===== config.mk =====
export PLATFORM = sky130hd
export DESIGN_NAME = multicycle_control_fsm
export DESIGN_NICKNAME = d
export VERILOG_FILES = /design/src/rtl/multicycle_control_fsm.sv
export SDC_FILE = /design/constraint.sdc
export NUM_CORES = 1
export LEC_CHECK = 0
export ABC_AREA = 1
export BUFFER_PORTS_ARGS = -buffer_cell sky130_fd_sc_hd__buf_2
export CORE_MARGIN = 2
export CORE_UTILIZATION = 50
export CTS_CLUSTER_DIAMETER = 30
export CTS_CLUSTER_SIZE = 40
export DETAILED_ROUTE_END_ITERATION = 10
export PLACE_DENSITY_LB_ADDON = 0.05
export SETUP_SLACK_MARGIN = 0.4
export SYNTH_ARGS = -nofsm -noshare
export SYNTH_HDL_FRONTEND = slang
export SYNTH_SLANG_ARGS = --single-unit

===== constraint.sdc =====
create_clock -name clk -period 1.87 [get_ports clk]
set_input_delay 0.4675 -clock clk [delete_from_list [all_inputs] [get_ports clk]]
set_output_delay 0.4675 -clock clk [all_outputs]
set_load 0.01 [all_outputs]

===== src/rtl/multicycle_control_fsm.sv =====
// Multi-cycle control unit: steps each instruction through
// START/FETCH/DECODE/EXEC/MEM/WB and traps on an illegal opcode or a memory timeout.
// Ports:
//   clk, arst_n              clock, asynchronous active-low reset
//   opcode[6:0]              instr[6:0] from the instruction register
//   imem_ready, dmem_ready   memory completion strobes
//   imem_req, dmem_req       memory request levels (held until the matching ready)
//   dmem_we                  data request is a store
//   ir_write                 load the instruction register
//   pc_write, pc_sel[1:0]    PC update strobe and source (00 PC+4, 01 branch, 10 hold)
//   reg_write                register-file write enable
//   alu_src_imm, alu_op[1:0] ALU operand-B select and operation class
//   wb_sel                   writeback source (0 ALU, 1 memory)
//   illegal                  sticky trap flag
//   state_dbg[2:0]           current state encoding
// Outputs are decoded combinationally from the registered state/class (and the
// ready inputs), so an asynchronous reset drops every strobe immediately.
module multicycle_control_fsm #(
  parameter int unsigned MEM_TIMEOUT = 16
) (
  input  logic       clk,
  input  logic       arst_n,
  input  logic [6:0] opcode,
  input  logic       imem_ready,
  input  logic       dmem_ready,
  output logic       imem_req,
  output logic       dmem_req,
  output logic       dmem_we,
  output logic       ir_write,
  output logic       pc_write,
  output logic [1:0] pc_sel,
  output logic       reg_write,
  output logic       alu_src_imm,
  output logic [1:0] alu_op,
  output logic       wb_sel,
  output logic       illegal,
  output logic [2:0] state_dbg
);

  localparam int unsigned CNT_W      = (MEM_TIMEOUT > 0) ? $clog2(MEM_TIMEOUT + 1) : 1;
  localparam bit          TIMEOUT_EN = (MEM_TIMEOUT > 0);
  localparam logic [CNT_W-1:0] CNT_MAX  = '1;
  localparam logic [CNT_W-1:0] CNT_LAST = (MEM_TIMEOUT > 0) ? CNT_W'(MEM_TIMEOUT - 1) : '0;

  localparam logic [6:0] OP_R      = 7'b0110011;
  localparam logic [6:0] OP_I      = 7'b0010011;
  localparam logic [6:0] OP_LOAD   = 7'b0000011;
  localparam logic [6:0] OP_STORE  = 7'b0100011;
  localparam logic [6:0] OP_BRANCH = 7'b1100011;

  localparam logic [1:0] PC_4      = 2'b00;
  localparam logic [1:0] PC_BRANCH = 2'b01;
  localparam logic [1:0] PC_HOLD   = 2'b10;

  typedef enum logic [2:0] {
    ST_START  = 3'd0,
    ST_FETCH  = 3'd1,
    ST_DECODE = 3'd2,
    ST_EXEC   = 3'd3,
    ST_MEM    = 3'd4,
    ST_WB     = 3'd5,
    ST_TRAP   = 3'd6
  } state_t;

  typedef enum logic [2:0] {
    CL_R, CL_I, CL_LOAD, CL_STORE, CL_BRANCH
  } cls_t;

  state_t           state_q, state_d;
  cls_t             cls_q, cls_d;
  logic [CNT_W-1:0] wait_cnt_q, wait_cnt_d;
  logic             waiting;
  logic             expired;

  // State, instruction class and wait-counter registers
  always_ff @(posedge clk or negedge arst_n) begin
    if (!arst_n) begin
      state_q    <= ST_START;
      cls_q      <= CL_R;
      wait_cnt_q <= '0;
    end else begin
      state_q    <= state_d;
      cls_q      <= cls_d;
      wait_cnt_q <= wait_cnt_d;
    end
  end

  assign waiting   = ((state_q == ST_FETCH) && !imem_ready) ||
                     ((state_q == ST_MEM)   && !dmem_ready);
  // Only consulted when ready is low: a ready in the expiry cycle wins.
  assign expired   = TIMEOUT_EN && (wait_cnt_q == CNT_LAST);
  assign state_dbg = state_q;

  // Next-state, class capture, wait counter and output decode
  always_comb begin
    state_d     = state_q;
    cls_d       = cls_q;
    wait_cnt_d  = wait_cnt_q;
    imem_req    = 1'b0;
    dmem_req    = 1'b0;
    dmem_we     = 1'b0;
    ir_write    = 1'b0;
    pc_write    = 1'b0;
    pc_sel      = PC_HOLD;
    reg_write   = 1'b0;
    alu_src_imm = 1'b0;
    alu_op      = 2'b00;
    wb_sel      = 1'b0;
    illegal     = 1'b0;

    case (state_q)
      ST_START: state_d = ST_FETCH;

      ST_FETCH: begin
        imem_req = 1'b1;
        if (imem_ready) begin
          ir_write = 1'b1;
          state_d  = ST_DECODE;
        end else if (expired) begin
          state_d = ST_TRAP;
        end
      end

      ST_DECODE: begin
        state_d = ST_EXEC;
        case (opcode)
          OP_R:      cls_d = CL_R;
          OP_I:      cls_d = CL_I;
          OP_LOAD:   cls_d = CL_LOAD;
          OP_STORE:  cls_d = CL_STORE;
          OP_BRANCH: cls_d = CL_BRANCH;
          default:   state_d = ST_TRAP;
        endcase
      end

      ST_EXEC: begin
        case (cls_q)
          CL_R: begin
            alu_op  = 2'b10;
            state_d = ST_WB;
          end
          CL_I: begin
            alu_op      = 2'b11;
            alu_src_imm = 1'b1;
            state_d     = ST_WB;
          end
          CL_LOAD, CL_STORE: begin
            alu_src_imm = 1'b1;
            state_d     = ST_MEM;
          end
          CL_BRANCH: begin
            alu_op   = 2'b01;
            pc_write = 1'b1;
            pc_sel   = PC_BRANCH;
            state_d  = ST_FETCH;
          end
          default: state_d = ST_TRAP;
        endcase
      end

      ST_MEM: begin
        // Address operands held stable for the whole access
        dmem_req    = 1'b1;
        dmem_we     = (cls_q == CL_STORE);
        alu_src_imm = 1'b1;
        if (dmem_ready) begin
          if (cls_q == CL_STORE) begin
            pc_write = 1'b1;
            pc_sel   = PC_4;
            state_d  = ST_FETCH;
          end else begin
            state_d = ST_WB;
          end
        end else if (expired) begin
          state_d = ST_TRAP;
        end
      end

      ST_WB: begin
        reg_write = 1'b1;
        wb_sel    = (cls_q == CL_LOAD);
        pc_write  = 1'b1;
        pc_sel    = PC_4;
        state_d   = ST_FETCH;
      end

      ST_TRAP: illegal = 1'b1;

      default: state_d = ST_START;
    endcase

    // Clear on any state change (entry), count ready-low cycles, saturate
    if (state_d != state_q) begin
      wait_cnt_d = '0;
    end else if (waiting && (wait_cnt_q != CNT_MAX)) begin
      wait_cnt_d = wait_cnt_q + CNT_W'(1);
    end
  end

endmodule


==> flow_summary.yaml <==
timing:
  worst_slew_pin_slew_ns: 0.408
  max-slew-margin-rel_pct: 72.7
  fin_skew_ns: 0.00559
  setup_viol: 13
  hold_viol: 0
  timing.final.max_slew_violations: 0
  rsz0062_at_grt: "true"
  min_period_ns: 2.01
  timing.fmax_mhz: 497
  setup_slack_ns: -0.141
  min_period_over_period_pct: 108
synth:
  ys_top_cells_by_count: "34 x nand2_1, 23 x inv_1, 13 x nor2_1"
  synth_top_area_share_pct: 29.6
  async_flop_share_pct: 100
  synth.yosys.warnings: 0
  synthDistinctLibCells: 24
  synth_top_cell_by_area: "dfrtp_1"
  post_synth_inst_count: 141
  syn-num-nets: 155
  synth_most_common_cell: "nand2_1"
  ys_seq_elements: 11
  ys_top_cells_by_area: "dfrtp_1 30%, nand2_1 14%, inv_1 9.3%"
  yosysSeqAreaShare_pct: 29.6
  synth_edf_count: 0
  synthesis.area_um2: 931
  ys.flop_type: "dfrtp_1"
  synth_area_per_cell_um2: 6.60
power_and_ir_drop:
  p_seq_share_pct: 52.3
  finalPower_mw: 0.454
  internal_power_mw: 0.328
  p_sw_mw: 0.126
  power.share.combinational_pct: 8.1
  p_leak_nw: 0.805
  ir_drop_mv: 0.288
  powerDensity_nw_per_um2: 270
  pwr-share-clk_pct: 39.6
  swShare_pct: 27.8
drt:
  vias: 1531
  ant_nets: 0
  drt-pass1-iter-count: 6
  wl_per_cell_um: 23.8
  first_iter_violations: 184
  routed_wl_um: 5380
  viasPerCell: 6.77
  drc_errors: 0
critical_path:
  arrival_ns: 2.22
  crit_fanout: 5
  timing.rr.start: "wait_cnt_q[1]"
  r2r-end: "wait_cnt_q[3]"
  required_ns: 2.07
  critPathKind: "flip-flop to flip-flop"
  worstSetupStartpointType: "flip-flop"
  rr_worst_depth: 11
  r2r_slack_ns: -0.14
  worstSetupEndpointType: "flip-flop"
finish:
  drive_gt1_share_pct: 61.7
  diodes: 0
  seq_area_um2: 283
  layout.cells.non_filler: 226
  nets: 216
  synthToLayoutAreaGrowth_pct: 80.8
  multi_input_area_um2: 807
  fill_cells: 35
  fin_area_um2: 1680
floorplanning:
  rows: 15
  core-area_um2: 1750
  io_pins: 27
  dieArea_um2: 2220
  die_h_um: 47.2
  start_util_pct: 53.3
  die-width_um: 47.2
outcome:
  violations: "setup timing"
  status: "finished, violations left"
global_routing:
  grt_usage_pct: 33.1
  overflow: 0
  grt_pass1_vias: 1090
  grt_max_degree: 12
  grt_pass1_wl_um: 4980
  antenna_found_initial: 0
clocking:
  cts_num_sinks: 11
  clk_pin_slew_ns: 0.09
  cts-root-buf: "clkbuf_4"
  clkLatencyLatePin_ns: 0.28
  cts_tree: "done"
  cts-htree-levels: 1
  clockBufferDepth: 2
  cts_inserted_buffers: 3
place:
  dp_hpwl_um: 1700
  placedCellCount: 192
  dpl_cell_area_um2: 1170
  finalWeightedCongestion: 0.878
  io_buffers: 26
worst_hold_path:
  hold_path_class: "input port to async pin"
job:
  drv_cap: 0
## state kept, by name, indices dropped and copies added, names as in the netlist
| name | cells |
|---|---|
| cls_q | 3 |
| wait_cnt_q | 5 |
| state_dbg | 3 |
## what timing repair did
action | in CTS | in global routing
endpoints found under the setup margin | 22 | 24
hold buffers | 0 | 0
gates resized for setup | 32 | 35
pin swaps | 11 | 5
buffers inserted | 23 | 7
## cell families (layout without fill, tap and decap cells)
family	count (synthesis)	after routing	share of synthesized area, %
flip-flops	11	11	29.6
adder cells (fa/ha/maj)	3	3	4.03
buffers and inverters	26	86	10.9
XOR/XNOR	1	1	0.941
AO/OA/AOI/OAI	16	16	10.5
AND/OR/NAND/NOR	84	84	44.1
## power by group through the flow
stage                     combinational (mW)  sequential, mW  clock (mW)
after global routing                  0.0384           0.238       0.191
final                                 0.0366           0.238       0.180
after CTS                             0.0287           0.237       0.170
after floorplan                      0.00973           0.242           0
after global placement                0.0279           0.242           0
after detailed placement              0.0284           0.242           0
## area by class of cell
cell class,instances,share of cell area (%)
clock buffer,3,1.34
clock inverter,1,0.297
inverter,25,6.32
multi-input combinational,104,48.0
sequential,11,16.8
tap,25,1.86
timing repair buffer,57,25.4
## layout by cell type (no fill, tap or decap), drive strengths merged
cell type,count
ha,3
o21ai,7
clkinv,2
a21oi,6
nor2,18
o41ai,2
clkbuf,3
buf,57
nand2,40
nand3,12
inv,24
nor3,8
xor2,1
nand4,5
dfrtp,11
nor4,1
o31ai,1
## metrics by stage
step	hold slack, ns	TNS [ns]	setup slack (ns)	utilization [%]
2_1_floorplan	0.172	0	0.298	-
3_3_place_gp	0.351	0	0.187	66.8
3_5_place_dp	0.352	0	0.117	66.8
4_1_cts	0.0544	0	0.0503	85.1
5_1_grt	0.0486	-2.15	-0.298	96.4
6_report	0.0359	-1.23	-0.141	96.4
## per-layer routing
| metal | routed length, um | share of wire [%] | vias up | track usage (%) |
|---|---|---|---|---|
| li1 | - | - | 579 | - |
| met1 | 1700 | 32 | 676 | 40.8 |
| met2 | 2360 | 44 | 197 | 54.5 |
| met3 | 786 | 15 | 79 | 6.92 |
| met4 | 531 | 9.9 | 0 | 16.7 |
| met5 | 0 | 0 | - | 0 |
## worst max-delay path by stage
stage                          to  slack [ns]           from
floorplan                 dmem_we        0.30   state_dbg[1]
global placement    wait_cnt_q[4]        0.19  wait_cnt_q[1]
detailed placement  wait_cnt_q[3]        0.12  wait_cnt_q[0]
CTS                     pc_sel[1]        0.05       cls_q[2]
global route        wait_cnt_q[0]       -0.30  wait_cnt_q[1]
finish              wait_cnt_q[3]       -0.14  wait_cnt_q[1]
## critical path, stage by stage (launching register included)
cell,delay [ns]
dfrtp_1,0.41
ha_2,0.21
inv_2,0.09
nor3_4,0.04
ha_2,0.20
o21ai_1,0.15
nor2_1,0.10
a21oi_2,0.16
nand2_1,0.15
nand2_2,0.12
nand2_4,0.09
nor3_2,0.19
No activity file was read; power rests on OpenSTA's default activity.
